[src/rtl/y_arb_pkg.sv]
// Shared types for the Y buffer arbiter: host FSM states, port-source
// encoding and a pointer-width helper.
package y_arb_pkg;

    typedef enum logic [1:0] {
        H_IDLE,
        H_WAIT,
        H_ISSUE,
        H_DATA
    } host_state_t;

    typedef enum logic [1:0] {
        SRC_NONE,
        SRC_HOST,
        SRC_FIFO,
        SRC_BYP
    } port_src_t;

    // Bits needed to index n entries (at least one bit).
    function automatic int ptr_w(input int n);
        return (n <= 2) ? 1 : $clog2(n);
    endfunction

endpackage

[src/rtl/y_wr_fifo.sv]
// Small synchronous write FIFO of {addr, data} entries. Besides the usual
// head/count/full/empty it exposes every slot address plus a valid mask so
// the arbiter can detect host reads that would overtake a queued write.
module y_wr_fifo
    import y_arb_pkg::*;
#(
    parameter int ADDR_WIDTH = 32,
    parameter int DATA_WIDTH = 32,
    parameter int DEPTH      = 4
) (
    input  logic                                 clk,
    input  logic                                 rst,
    input  logic                                 push_i,
    input  logic [ADDR_WIDTH-1:0]                push_addr_i,
    input  logic [DATA_WIDTH-1:0]                push_data_i,
    input  logic                                 pop_i,
    output logic [ADDR_WIDTH-1:0]                head_addr_o,
    output logic [DATA_WIDTH-1:0]                head_data_o,
    output logic [ptr_w(DEPTH):0]                count_o,
    output logic                                 full_o,
    output logic                                 empty_o,
    output logic [DEPTH-1:0][ADDR_WIDTH-1:0]     ent_addr_o,
    output logic [DEPTH-1:0]                     ent_vld_o
);

    localparam int PTR_W = ptr_w(DEPTH);
    localparam int CNT_W = PTR_W + 1;

    logic [PTR_W-1:0]      wr_ptr_q, wr_ptr_d;
    logic [PTR_W-1:0]      rd_ptr_q, rd_ptr_d;
    logic [CNT_W-1:0]      count_q, count_d;
    logic [ADDR_WIDTH-1:0] addr_mem_q [DEPTH];
    logic [ADDR_WIDTH-1:0] addr_mem_d [DEPTH];
    logic [DATA_WIDTH-1:0] data_mem_q [DEPTH];
    logic [DATA_WIDTH-1:0] data_mem_d [DEPTH];
    logic [PTR_W-1:0]      ent_off [DEPTH];
    logic                  do_push, do_pop;

    assign full_o      = (count_q == CNT_W'(DEPTH));
    assign empty_o     = (count_q == '0);
    assign count_o     = count_q;
    assign head_addr_o = addr_mem_q[rd_ptr_q];
    assign head_data_o = data_mem_q[rd_ptr_q];

    // Push/pop qualification; a push onto a full FIFO only lands when the
    // head leaves in the same cycle (the slot being written is the head).
    always_comb begin
        do_pop     = pop_i && !empty_o;
        do_push    = push_i && (!full_o || do_pop);
        wr_ptr_d   = wr_ptr_q;
        rd_ptr_d   = rd_ptr_q;
        count_d    = count_q;
        addr_mem_d = addr_mem_q;
        data_mem_d = data_mem_q;
        if (do_push) begin
            addr_mem_d[wr_ptr_q] = push_addr_i;
            data_mem_d[wr_ptr_q] = push_data_i;
            wr_ptr_d             = wr_ptr_q + 1'b1;
        end
        if (do_pop) begin
            rd_ptr_d = rd_ptr_q + 1'b1;
        end
        case ({do_push, do_pop})
            2'b10:   count_d = count_q + 1'b1;
            2'b01:   count_d = count_q - 1'b1;
            default: count_d = count_q;
        endcase
    end

    // Slot i is valid when its distance from the read pointer is below count.
    always_comb begin
        for (int i = 0; i < DEPTH; i++) begin
            ent_off[i]    = PTR_W'(i) - rd_ptr_q;
            ent_vld_o[i]  = ({1'b0, ent_off[i]} < count_q);
            ent_addr_o[i] = addr_mem_q[i];
        end
    end

    // Pointer and occupancy registers.
    always_ff @(posedge clk) begin
        if (rst) begin
            wr_ptr_q <= '0;
            rd_ptr_q <= '0;
            count_q  <= '0;
        end else begin
            wr_ptr_q <= wr_ptr_d;
            rd_ptr_q <= rd_ptr_d;
            count_q  <= count_d;
        end
    end

    // Entry storage; contents are don't-care until made valid by a push.
    always_ff @(posedge clk) begin
        addr_mem_q <= addr_mem_d;
        data_mem_q <= data_mem_d;
    end

endmodule

[src/rtl/y_buf_arbiter.sv]
// Single-port Y buffer arbiter: MLP result writes (no backpressure, queued
// in a write FIFO when the port is taken) versus host readback with a
// starvation counter and a read-after-write hazard check on queued writes.
module y_buf_arbiter
    import y_arb_pkg::*;
#(
    parameter int ADDR_WIDTH = 32,
    parameter int DATA_WIDTH = 32,
    parameter int FIFO_DEPTH = 4,
    parameter int MAX_WAIT   = 8
) (
    input  logic                  clk,
    input  logic                  rst,
    input  logic                  mlp_en,
    input  logic                  mlp_wen,
    input  logic [ADDR_WIDTH-1:0] mlp_addr,
    input  logic [DATA_WIDTH-1:0] mlp_data,
    input  logic                  host_req,
    input  logic [ADDR_WIDTH-1:0] host_addr,
    output logic                  host_ack,
    output logic                  host_rvalid,
    output logic [DATA_WIDTH-1:0] host_rdata,
    output logic                  bram_en,
    output logic                  bram_wen,
    output logic [ADDR_WIDTH-1:0] bram_addr,
    output logic [DATA_WIDTH-1:0] bram_din,
    input  logic [DATA_WIDTH-1:0] bram_dout,
    output logic                  ovf_o,
    output logic                  busy_o
);

    localparam int PTR_W = ptr_w(FIFO_DEPTH);
    localparam int CNT_W = ptr_w(MAX_WAIT + 1);

    host_state_t           state_q, state_d;
    logic [CNT_W-1:0]      wait_cnt_q, wait_cnt_d;
    logic                  bram_en_q, bram_en_d;
    logic                  bram_wen_q, bram_wen_d;
    logic [ADDR_WIDTH-1:0] bram_addr_q, bram_addr_d;
    logic [DATA_WIDTH-1:0] bram_din_q, bram_din_d;
    logic                  host_rvalid_q, host_rvalid_d;
    logic [DATA_WIDTH-1:0] host_rdata_q, host_rdata_d;
    logic                  ovf_q, ovf_d;

    port_src_t             src;
    logic                  mlp_we, hazard, starved, host_cand;
    logic                  grant, push, pop;

    logic [ADDR_WIDTH-1:0]                 fifo_head_addr;
    logic [DATA_WIDTH-1:0]                 fifo_head_data;
    logic [PTR_W:0]                        fifo_count;
    logic                                  fifo_full, fifo_empty;
    logic [FIFO_DEPTH-1:0][ADDR_WIDTH-1:0] fifo_ent_addr;
    logic [FIFO_DEPTH-1:0]                 fifo_ent_vld;

    y_wr_fifo #(
        .ADDR_WIDTH (ADDR_WIDTH),
        .DATA_WIDTH (DATA_WIDTH),
        .DEPTH      (FIFO_DEPTH)
    ) u_wr_fifo (
        .clk         (clk),
        .rst         (rst),
        .push_i      (push),
        .push_addr_i (mlp_addr),
        .push_data_i (mlp_data),
        .pop_i       (pop),
        .head_addr_o (fifo_head_addr),
        .head_data_o (fifo_head_data),
        .count_o     (fifo_count),
        .full_o      (fifo_full),
        .empty_o     (fifo_empty),
        .ent_addr_o  (fifo_ent_addr),
        .ent_vld_o   (fifo_ent_vld)
    );

    // Host address matches a queued write: reading now would return stale data.
    always_comb begin
        hazard = 1'b0;
        for (int i = 0; i < FIFO_DEPTH; i++) begin
            if (fifo_ent_vld[i] && (fifo_ent_addr[i] == host_addr)) begin
                hazard = 1'b1;
            end
        end
    end

    // Port arbitration: starved host, FIFO head, bypass, then ordinary host.
    always_comb begin
        mlp_we    = mlp_en && mlp_wen;
        starved   = (wait_cnt_q >= CNT_W'(MAX_WAIT));
        host_cand = (state_q == H_WAIT) && host_req && !hazard && !rst;
        src       = SRC_NONE;
        if (host_cand && starved) begin
            src = SRC_HOST;
        end else if (!fifo_empty) begin
            src = SRC_FIFO;
        end else if (mlp_we) begin
            src = SRC_BYP;
        end else if (host_cand) begin
            src = SRC_HOST;
        end
        grant = (src == SRC_HOST);
        pop   = (src == SRC_FIFO);
        push  = mlp_we && (src != SRC_BYP);
    end

    // Host FSM, starvation counter, port register and read-return next state.
    always_comb begin
        state_d       = state_q;
        wait_cnt_d    = '0;
        bram_en_d     = (src != SRC_NONE);
        bram_wen_d    = (src == SRC_FIFO) || (src == SRC_BYP);
        bram_addr_d   = bram_addr_q;
        bram_din_d    = bram_din_q;
        host_rvalid_d = 1'b0;
        host_rdata_d  = host_rdata_q;
        ovf_d         = ovf_q || (push && fifo_full && !pop);

        case (state_q)
            H_IDLE:  if (host_req) state_d = H_WAIT;
            H_WAIT: begin
                if (grant) begin
                    state_d = H_ISSUE;
                end else begin
                    wait_cnt_d = starved ? wait_cnt_q : wait_cnt_q + 1'b1;
                end
            end
            H_ISSUE: state_d = H_DATA;
            H_DATA: begin
                host_rvalid_d = 1'b1;
                host_rdata_d  = bram_dout;
                state_d       = H_IDLE;
            end
            default: state_d = H_IDLE;
        endcase

        case (src)
            SRC_HOST: bram_addr_d = host_addr;
            SRC_FIFO: begin
                bram_addr_d = fifo_head_addr;
                bram_din_d  = fifo_head_data;
            end
            SRC_BYP: begin
                bram_addr_d = mlp_addr;
                bram_din_d  = mlp_data;
            end
            default: ;
        endcase
    end

    // State and output registers; everything visible returns to zero on reset.
    always_ff @(posedge clk) begin
        if (rst) begin
            state_q       <= H_IDLE;
            wait_cnt_q    <= '0;
            bram_en_q     <= 1'b0;
            bram_wen_q    <= 1'b0;
            bram_addr_q   <= '0;
            bram_din_q    <= '0;
            host_rvalid_q <= 1'b0;
            host_rdata_q  <= '0;
            ovf_q         <= 1'b0;
        end else begin
            state_q       <= state_d;
            wait_cnt_q    <= wait_cnt_d;
            bram_en_q     <= bram_en_d;
            bram_wen_q    <= bram_wen_d;
            bram_addr_q   <= bram_addr_d;
            bram_din_q    <= bram_din_d;
            host_rvalid_q <= host_rvalid_d;
            host_rdata_q  <= host_rdata_d;
            ovf_q         <= ovf_d;
        end
    end

    assign host_ack    = grant;
    assign host_rvalid = host_rvalid_q;
    assign host_rdata  = host_rdata_q;
    assign bram_en     = bram_en_q;
    assign bram_wen    = bram_wen_q;
    assign bram_addr   = bram_addr_q;
    assign bram_din    = bram_din_q;
    assign ovf_o       = ovf_q;
    assign busy_o      = (fifo_count != '0) || (state_q != H_IDLE);

endmodule

[config.mk]
export PLATFORM = sky130hd
export DESIGN_NAME = y_buf_arbiter
export DESIGN_NICKNAME = d
export VERILOG_FILES = /design/src/rtl/y_arb_pkg.sv /design/src/rtl/y_wr_fifo.sv /design/src/rtl/y_buf_arbiter.sv
export SDC_FILE = /design/constraint.sdc
export NUM_CORES = 1
export LEC_CHECK = 0
export CORE_UTILIZATION = 59
export CTS_CLUSTER_DIAMETER = 50
export DETAILED_ROUTE_END_ITERATION = 16
export PLACE_DENSITY = 0.92
export SKIP_CTS_REPAIR_TIMING = 1
export SLEW_MARGIN = 10
export SYNTH_ARGS = -nofsm -noshare
export SYNTH_HDL_FRONTEND = slang
export SYNTH_SLANG_ARGS = --single-unit
[constraint.sdc]
create_clock -name clk -period 14.05 [get_ports clk]
set_clock_uncertainty 0.15 [all_clocks]
set_input_delay 4.215 -clock clk [delete_from_list [all_inputs] [get_ports clk]]
set_output_delay 4.215 -clock clk [all_outputs]
set_load 0.01 [all_outputs]
== Yosys cells after proc, flatten, opt, wreduce, memory -nomap -nowiden ==
Index checks and enable logic that the tools add are counted.

* Add/subtract/negate cells: 9
* $mul: 0
* Divide/modulo/power cells: 0
* $lt $le $gt $ge: 8
* Equal/unequal tests: 16
* Shift operators: 0
* Multiplexer cells: 25
* Bitwise operators: 3
* Reduce and logical (&&, ||, !) cells: 34

{| class="wikitable"
|+ Operators by type and width
! cell !! count
|-
| 128-bit bitwise mux || 2
|-
| 32-bit two-way mux || 5
|-
| 32-bit binary-select mux with 2-bit select || 2
|-
| 32-bit == test || 4
|-
| 32-bit case mux with 3 select lines || 1
|-
| 32-bit demux with 2-bit select || 1
|-
| 32-bit case mux with 2 select lines || 1
|-
| 1-bit logical AND || 15
|-
| 2-bit by 3-bit less-than comparator with 1-bit output || 4
|-
| 2-bit == test (second input constant) || 5
|-
| 2-bit two-way mux || 5
|-
| 2-bit case mux with 4 select lines || 1
|-
| 2-bit nonzero test || 4
|-
| 2-bit by 1-bit == test with 1-bit output (second input constant) || 3
|-
| 3-bit greater-or-equal comparator (second input constant) || 2
|-
| 1-bit two-way mux || 6
|-
| 2-bit != test (second input constant) || 3
|-
| 2-bit inverter with 3-bit output || 2
|-
| 3-bit case mux with 2 select lines || 1
|-
| 3-bit nonzero test || 2
|-
| 1-bit logical NOT || 5
|-
| 2-bit by 1-bit adder with 2-bit output (second input constant) || 2
|-
| 4-bit by 1-bit adder with 4-bit output (second input constant) || 1
|-
| 4-bit greater-or-equal comparator (second input constant) || 1
|-
| 12 further kinds || 17
|}

* Bits in registers: 369
* Bits in latches: 0
* Memory bits (writable): 0
* Memory bits (read-only): 0
* Input port bits: 133
* Output and inout bits: 102
* Memories kept: 0

== Depth between registers and ports, before layout ==
Gate-level depths: netlist of the first run.

* Depth in word-level cells: 20
* Gate-level depth with buffers: 19

== Modules after synthesis ==
A second synthesis of the first run with hierarchy kept.

* Cells, all modules: 1198
* Area, all modules: 16791.1 um2

{| class="wikitable"
|+ Modules (own cells, without submodules)
! module !! times used !! cells an instance !! area each (um2)
|-
| y_wr_fifo || 1 || 404 || 10057.1
|-
| y_buf_arbiter || 1 || 794 || 6734.0
|}

== Worst setup path after synthesis of the first run ==
OpenSTA, ideal clock, no wires.

* Path type: input-to-output
* From: in host_addr[2]
* To: out host_ack
* Arrival: 5.841 ns
* Data required time: 9.685 ns
* Path slack: 3.844 ns
* Cell stages on the path: 8
* Path through: buf_2 xor2_1 nor4_2 o211ai_1 or4_4 and4_4 buf_6 nor2b_1

* Longest elaborated chain between the ends: 14

{| class="wikitable"
|+ Ends and longest elaborated chain
! element !! line !! source
|-
| from (decl) || y_buf_arbiter.sv:19 || <nowiki>input logic [ADDR_WIDTH-1:0] host_addr,</nowiki>
|-
| 32-bit == test || y_buf_arbiter.sv:80 || <nowiki>if (fifo_ent_vld[i] && (fifo_ent_addr[i] == host_addr)) begin</nowiki>
|-
| 1-bit logical AND || y_buf_arbiter.sv:80 ||
|-
| 1-bit two-way mux (3 in series) || y_buf_arbiter.sv:80 ||
|-
| 1-bit two-way mux * || y_buf_arbiter.sv:80 ||
|-
| 1-bit logical NOT * || y_buf_arbiter.sv:90 || <nowiki>host_cand = (state_q == H_WAIT) && host_req && !hazard && !rst;</nowiki>
|-
| 1-bit logical AND * (2 in series) || y_buf_arbiter.sv:90 ||
|-
| 1-bit two-way mux || y_buf_arbiter.sv:98 || <nowiki>end else if (host_cand) begin</nowiki>
|-
| 2-bit two-way mux || y_buf_arbiter.sv:96 || <nowiki>end else if (mlp_we) begin</nowiki>
|-
| 2-bit two-way mux || y_buf_arbiter.sv:94 || <nowiki>end else if (!fifo_empty) begin</nowiki>
|-
| 2-bit two-way mux * || y_buf_arbiter.sv:92 || <nowiki>if (host_cand && starved) begin</nowiki>
|-
| 2-bit by 1-bit == test with 1-bit output * || y_buf_arbiter.sv:101 || <nowiki>grant = (src == SRC_HOST);</nowiki>
|-
| to (decl) || y_buf_arbiter.sv:20 || <nowiki>output logic host_ack,</nowiki>
|}

Every way passes the cells marked *; elsewhere a longest branch is shown, timed or not.

== Worst setup path after layout of the first run ==
* From: in host_addr[0]
* To: out host_ack

Same word-level chain as after synthesis.

==> results of run 1 <==
## how the worst min path moves through the flow
stage | slack (ps) | end | from
floorplan | 330 | u_wr_fifo.wr_ptr_q[1]$_SDFFE_PP0P_ | u_wr_fifo.wr_ptr_q[1]$_SDFFE_PP0P_
global placement | 310 | bram_din[1]$_SDFFE_PP0N_ | bram_din[1]$_SDFFE_PP0N_
detailed placement | 310 | bram_din[17]$_SDFFE_PP0N_ | bram_din[17]$_SDFFE_PP0N_
CTS | 320 | bram_din[1]$_SDFFE_PP0N_ | bram_din[1]$_SDFFE_PP0N_
global route | 340 | bram_din[5]$_SDFFE_PP0N_ | bram_din[5]$_SDFFE_PP0N_
finish | 320 | bram_din[1]$_SDFFE_PP0N_ | bram_din[1]$_SDFFE_PP0N_
## layer usage
metal | GRT usage [%] | up-vias | share of wire [%] | routed length [um]
met4 | 9.48 | 2 | 2.8 | 1160
li1 | - | 4828 | - | -
met2 | 50.8 | 562 | 50 | 21200
met5 | 0 | - | 0.031 | 13
met3 | 5.99 | 79 | 9.1 | 3810
met1 | 38.2 | 5335 | 38 | 15800
## stage by stage
stage / instance area [um^2] / worst slack, ps
2_1_floorplan: 16600 / 3840
3_3_place_gp: 19100 / 2180
5_1_grt: 20400 / 2130
3_5_place_dp: 19100 / 2180
4_1_cts: 20300 / 2160
6_report: 20400 / 2170
## where the power goes
part	internal [uW]	leakage, uW	switching, uW
Sequential	1300	0.00324	94.7
Clock	598	0.000625	410
Combinational	659	0.00293	689
Total	2560	0.00680	1190
## cell families (layout without fill, tap and decap cells)
| kind of cell | count (synthesis) | in the layout | synth area share (%) |
|---|---|---|---|
| flip-flops | 369 | 369 | 60.0 |
| buffers and inverters | 154 | 368 | 3.94 |
| multiplexers | 161 | 161 | 14.8 |
| other | 0 | 3 | 0 |
| XOR/XNOR | 131 | 131 | 6.92 |
| adder cells (fa/ha/maj) | 17 | 17 | 1.33 |
| AND/OR/NAND/NOR | 189 | 189 | 6.00 |
| AO/OA/AOI/OAI | 160 | 160 | 7.04 |
## sequential cells by signal, summed over array words and instances, names as in the netlist, 2 cells and up
| register | cells |
|---|---|
| state_q | 2 |
| u_wr_fifo.data_mem_q | 128 |
| bram_addr | 32 |
| u_wr_fifo.count_o | 3 |
| host_rdata | 32 |
| bram_din | 32 |
| u_wr_fifo.wr_ptr_q | 2 |
| wait_cnt_q | 4 |
| u_wr_fifo.rd_ptr_q | 2 |
| u_wr_fifo.ent_addr_o | 128 |
## cell usage in the layout (no fill, tap or decap), drive strengths merged, types with 4 or more instances in the layout
| cell type | n |
|---|---|
| nand4 | 16 |
| o22ai | 31 |
| nor2b | 4 |
| o22a | 31 |
| a221oi | 33 |
| edfxtp | 256 |
| nand2 | 8 |
| nor4 | 21 |
| clkdlybuf4s50 | 233 |
| xor2 | 82 |
| mux4 | 64 |
| mux2i | 65 |
| nor3 | 5 |
| or3 | 36 |
| ha | 16 |
| and2 | 5 |
| buf | 17 |
| a21oi | 10 |
| dfxtp | 113 |
| nor2 | 80 |
| clkinv | 9 |
| mux2 | 32 |
| clkbuf | 54 |
| inv | 51 |
| nand2b | 6 |
| xnor2 | 49 |
| o21ai | 37 |
## worst register-to-register path, stage by stage, from the launching register on
cell and delay, ps:
dfxtp_4 740, xnor2_1 190, ha_1 330, a21oi_1 240
o211ai_1 120, or4_4 530, and4_4 350, a221oi_4 500
and2_2 790, buf_4 590
## area by class of cell
type	instances	share of cell area (%)
flip-flops and latches	369	48.9
multi-input cells	658	29.5
repair buffers	250	12.1
clock buffers	54	5.53
well taps	378	2.32
inverters	49	0.904
clock inverters	15	0.707
diodes	3	0.0369
==> results.json, run 1 <==
{
  "path_common_cell": "clkdlybuf4s50_1",
  "cts_sinks": 369,
  "synth_flop_cell": "edfxtp_1",
  "dr.pass1.iters": 5,
  "syn_to_final_growth_pct": 22.7,
  "first_iter_violations": 1093,
  "cts_buffers": 38,
  "power_per_cell_area_nw_per_um2": 184,
  "dieArea_um2": 28800,
  "crit_chain": "clkdlybuf4s50_1, xor2_1, nor4_1, o211ai_1, or4_4, and4_4, nor2b_1, clkdlybuf4s50_1",
  "grt_pass1_vias": 11100,
  "syn_inst": 1181,
  "design.portCount": 235,
  "dpl.cell_count": 1704,
  "startpoint": "host_addr[0]",
  "rr_worst_depth": 9,
  "rsz0062_at_grt": "false",
  "multiInputGateArea_um2": 6010,
  "yosysTopAreaCell": "edfxtp_1",
  "cp_slowest_cell": "nor4_1",
  "synth_seq_cells": 369,
  "grt_pass1_wl_um": 64500,
  "drv_cap": 0,
  "routedWlPerCell_um": 23.7,
  "coreArea_um2": 27700,
  "tns_ps": 0,
  "ff_latch_area_um2": 9950,
  "synthArstFlopShare_pct": 0,
  "synth_common_cells": "edfxtp_1, dfxtp_1, xor2_1",
  "grtUsageTotal_pct": 29.8,
  "end_kind": "primary output",
  "cp_top_family": "simple AND/OR/NAND/NOR gates",
  "drive_gt1_share_pct": 14.1,
  "netlist_area_um2": 16600,
  "clk_latency_ps": 520,
  "yosysSeqAreaShare_pct": 60.0,
  "start_util_pct": 59.9,
  "rows": 61,
  "grt_start_max_net_pins": 79,
  "path_max_fanout": 43,
  "slew_headroom_pct": 31.7,
  "crit_type": "in2out",
  "timing.rr.end": "u_wr_fifo.ent_addr_o[127]$_DFFE_PP_",
  "portBuffers": 234,
  "htree_num_levels": 2,
  "place_congestion": 1.00,
  "yosysMostFrequentCell": "edfxtp_1",
  "synthDistinctLibCells": 52,
  "fin_util_pct": 73.5,
  "instances_no_fill": 1776,
  "fin_crit_ps": 11880,
  "antenna_found_initial": 3,
  "status": "finished clean",
  "slew_viol_final": 0,
  "cp_num_cells": 8,
  "setup_viol": 0,
  "endpoint": "host_ack",
  "yosysWarnings": 0,
  "ant_nets": 0,
  "fillCellCount": 1710,
  "hpwl_um": 27200,
  "clkTransAtPathRegs_ps": 60,
  "hold_ws_ps": 318,
  "regToRegStartpoint": "u_wr_fifo.rd_ptr_q[0]$_SDFFE_PP0P_",
  "wirelength_um": 42100,
  "hp-class": "reg2reg",
  "worstMarginPinSlew_ps": 1030,
  "cp-start-kind": "input port",
  "avgSynthCellArea_um2": 14.0,
  "synth_top_cell_area_share_pct": 46.3,
  "cts_tree": "built",
  "drc_errors": 0,
  "power_leakage_uw": 0.00680,
  "worstPathRequired_ps": 9680,
  "cp_num_buf_inv": 2,
  "whs_path_depth": 2,
  "num_vias": 10800,
  "nNetsFinal": 1516,
  "cts_buffer_depth": 3,
  "timing.final.hold_violations": 0,
  "vdd_drop_max_v": 0.000118,
  "post-route-period-util_pct": 84.5,
  "clock-root-buffer": "clkbuf_16",
  "vias_per_cell": 6.08,
  "dieHeight_um": 170,
  "power_uw": 3750,
  "ff2ff_setup_slack_ps": 9100,
  "cp.arrival_ps": 7510,
  "synth-edff-count": 256,
  "syn-num-nets": 1331,
  "synthTopCellsByArea": "edfxtp_1, dfxtp_1, mux4_2, xor2_1, mux2i_1",
  "max_freq_mhz": 84.2,
  "grt_overflow": 0,
  "critPathMaxStageDelay_ps": 620,
  "die_w_um": 170
}
(Power assumes the default switching activity.)
==> inputs of run 2 (changes only) <==
--- a/config.mk
+++ b/config.mk
@@ -5,10 +5,10 @@
 export SDC_FILE = /design/constraint.sdc
 export NUM_CORES = 1
 export LEC_CHECK = 0
-export CORE_UTILIZATION = 59
+export CORE_UTILIZATION = 55
 export CTS_CLUSTER_DIAMETER = 50
 export DETAILED_ROUTE_END_ITERATION = 16
-export PLACE_DENSITY = 0.92
+export PLACE_DENSITY = 0.87
 export SKIP_CTS_REPAIR_TIMING = 1
 export SLEW_MARGIN = 10
 export SYNTH_ARGS = -nofsm -noshare
==> constraint.sdc (replaced) <==
create_clock -name clk -period 11.65 [get_ports clk]
set_clock_uncertainty 0.15 [all_clocks]
set_input_delay 3.495 -clock clk [delete_from_list [all_inputs] [get_ports clk]]
set_output_delay 3.495 -clock clk [all_outputs]
set_load 0.01 [all_outputs]
==> run 2 against run 1 <==
Compared with the run above: utilization down 4.4 points; worst setup slack worse by 840 ps; clock power up 29%; hold slack worse by 1.7 ps; total power up 23%; register-to-register slack worse by 2600 ps; critical path depth unchanged; critical endpoint unchanged; highest routed layer unchanged.
==> results.json, run 2 (synthesis gave the netlist of run 1 again) <==
{
  "max_freq_mhz": 97.0,
  "worstMarginPinSlew_ps": 1000,
  "post-route-period-util_pct": 88.5,
  "dieHeight_um": 176,
  "dieArea_um2": 30900,
  "antenna_found_initial": 2,
  "start_util_pct": 56.0,
  "wirelength_um": 44300,
  "drv_cap": 0,
  "hpwl_um": 28000,
  "num_vias": 11200,
  "cp.arrival_ps": 6670,
  "grtUsageTotal_pct": 28.7,
  "most-common-layout-cells": "edfxtp_1, clkdlybuf4s50_1, dfxtp_1, xor2_1, nor2_1",
  "path_max_fanout": 43,
  "syn_to_final_growth_pct": 23.4,
  "clock-root-buffer": "clkbuf_16",
  "cp_slowest_cell": "clkdlybuf4s50_1",
  "worstPathRequired_ps": 8010,
  "grt_start_max_net_pins": 68,
  "cts_sinks": 369,
  "power_leakage_uw": 0.00684,
  "cts_buffer_depth": 3,
  "hp-class": "reg2reg",
  "drc_errors": 0,
  "end_kind": "primary output",
  "place_congestion": 1.08,
  "clk_latency_ps": 540,
  "vdd_drop_max_v": 0.000137,
  "power_uw": 4630,
  "stdcell_area_um2": 20500,
  "crit_type": "in2out",
  "crit_chain": "clkdlybuf4s50_1, xor2_1, nor4_1, o211ai_1, or4_4, and4_4, nor2b_1, clkdlybuf4s50_1",
  "first_iter_violations": 1130,
  "timing.final.hold_violations": 0,
  "final_common_cell": "edfxtp_1",
  "design.portCount": 235,
  "rows": 63,
  "dr.pass1.iters": 5,
  "drive_gt1_share_pct": 14.1,
  "status": "finished clean",
  "cp-start-kind": "input port",
  "place_area_um2": 19100,
  "setup_viol": 0,
  "cts_tree": "built",
  "cts_buffers": 42,
  "vias_per_cell": 6.25,
  "clkTransAtPathRegs_ps": 60,
  "routedWlPerCell_um": 24.7,
  "slew_headroom_pct": 33.1,
  "critPathMaxStageDelay_ps": 550,
  "path_common_cell": "clkdlybuf4s50_1",
  "fin_crit_ps": 10310,
  "nNetsFinal": 1520,
  "ant_nets": 0,
  "power_per_cell_area_nw_per_um2": 226,
  "tns_ps": 0,
  "grt_pass1_vias": 11400,
  "die_w_um": 176,
  "grt_overflow": 0,
  "slew_viol_final": 0,
  "htree_num_levels": 2,
  "coreArea_um2": 29600,
  "portBuffers": 234,
  "rsz0062_at_grt": "false",
  "grt_pass1_wl_um": 66600
}
-- run 2: changes by cell type in the layout (fill, tap and decap cells not counted), sizes merged --
cell	before	now
bufinv	2	3
clkbuf	54	55
clkinv	9	17
clkinvlp	2	1
diode	3	1
-- run 2: per-layer routing --
layer / vias up / GRT usage, % / routed length, um
li1: 4831 / - / -
met1: 5582 / 36.5 / 16200
met2: 674 / 48.3 / 22000
met3: 122 / 5.39 / 4250
met4: 2 / 12.4 / 1820
met5: - / 0 / 12
-- run 2: per-stage QoR --
| stage | setup slack [ps] | hold slack, ps | util [%] | cells |
|---|---|---|---|---|
| 6_report | 1340 | 316 | 69.1 | 1795 |
| 5_1_grt | 1310 | 339 | 69.1 | 1794 |
| 4_1_cts | 1380 | 320 | 69.1 | 1794 |
| 3_5_place_dp | 1390 | 310 | 64.4 | 1716 |
| 3_3_place_gp | 1410 | 306 | 64.4 | 1716 |
| 2_1_floorplan | 2880 | 332 | - | 1181 |
-- run 2: where the power goes --
part           leakage (uW)  switching, uW  internal [uW]
registers           0.00324            123           1570
clock network      0.000674            527            776
logic               0.00293            839            797
total               0.00684           1490           3140
-- run 2: cell type report --
cell class	count	area, um^2
antenna	1	2.50
inverter	49	184
tap	390	488
multi-input combinational	658	6010
clock inverter	23	209
clock buffer	55	1160
fill	2019	9170
sequential	369	9950
timing repair buffer	250	2460
-- run 2: path summary, 6_finish.rpt --
kind	start	endpoint	slack, ps	cells after the start
setup / recovery	host_addr[0]	host_ack	1340	8
hold / removal	bram_din[30]$_SDFFE_PP0N_	bram_din[30]$_SDFFE_PP0N_	320	2
setup reg to reg	u_wr_fifo.rd_ptr_q[1]$_SDFFE_PP0P_	u_wr_fifo.ent_addr_o[35]$_DFFE_PP_	6460	9
hold reg to reg	bram_din[30]$_SDFFE_PP0N_	bram_din[30]$_SDFFE_PP0N_	320	2
-- run 2: critical path, delay by kind of cell --
family                 cells  cell delay, ps
AO/OA/AOI/OAI              1             220
XOR/XNOR                   1             230
buffers and inverters      2            1050
AND/OR/NAND/NOR            4            1650
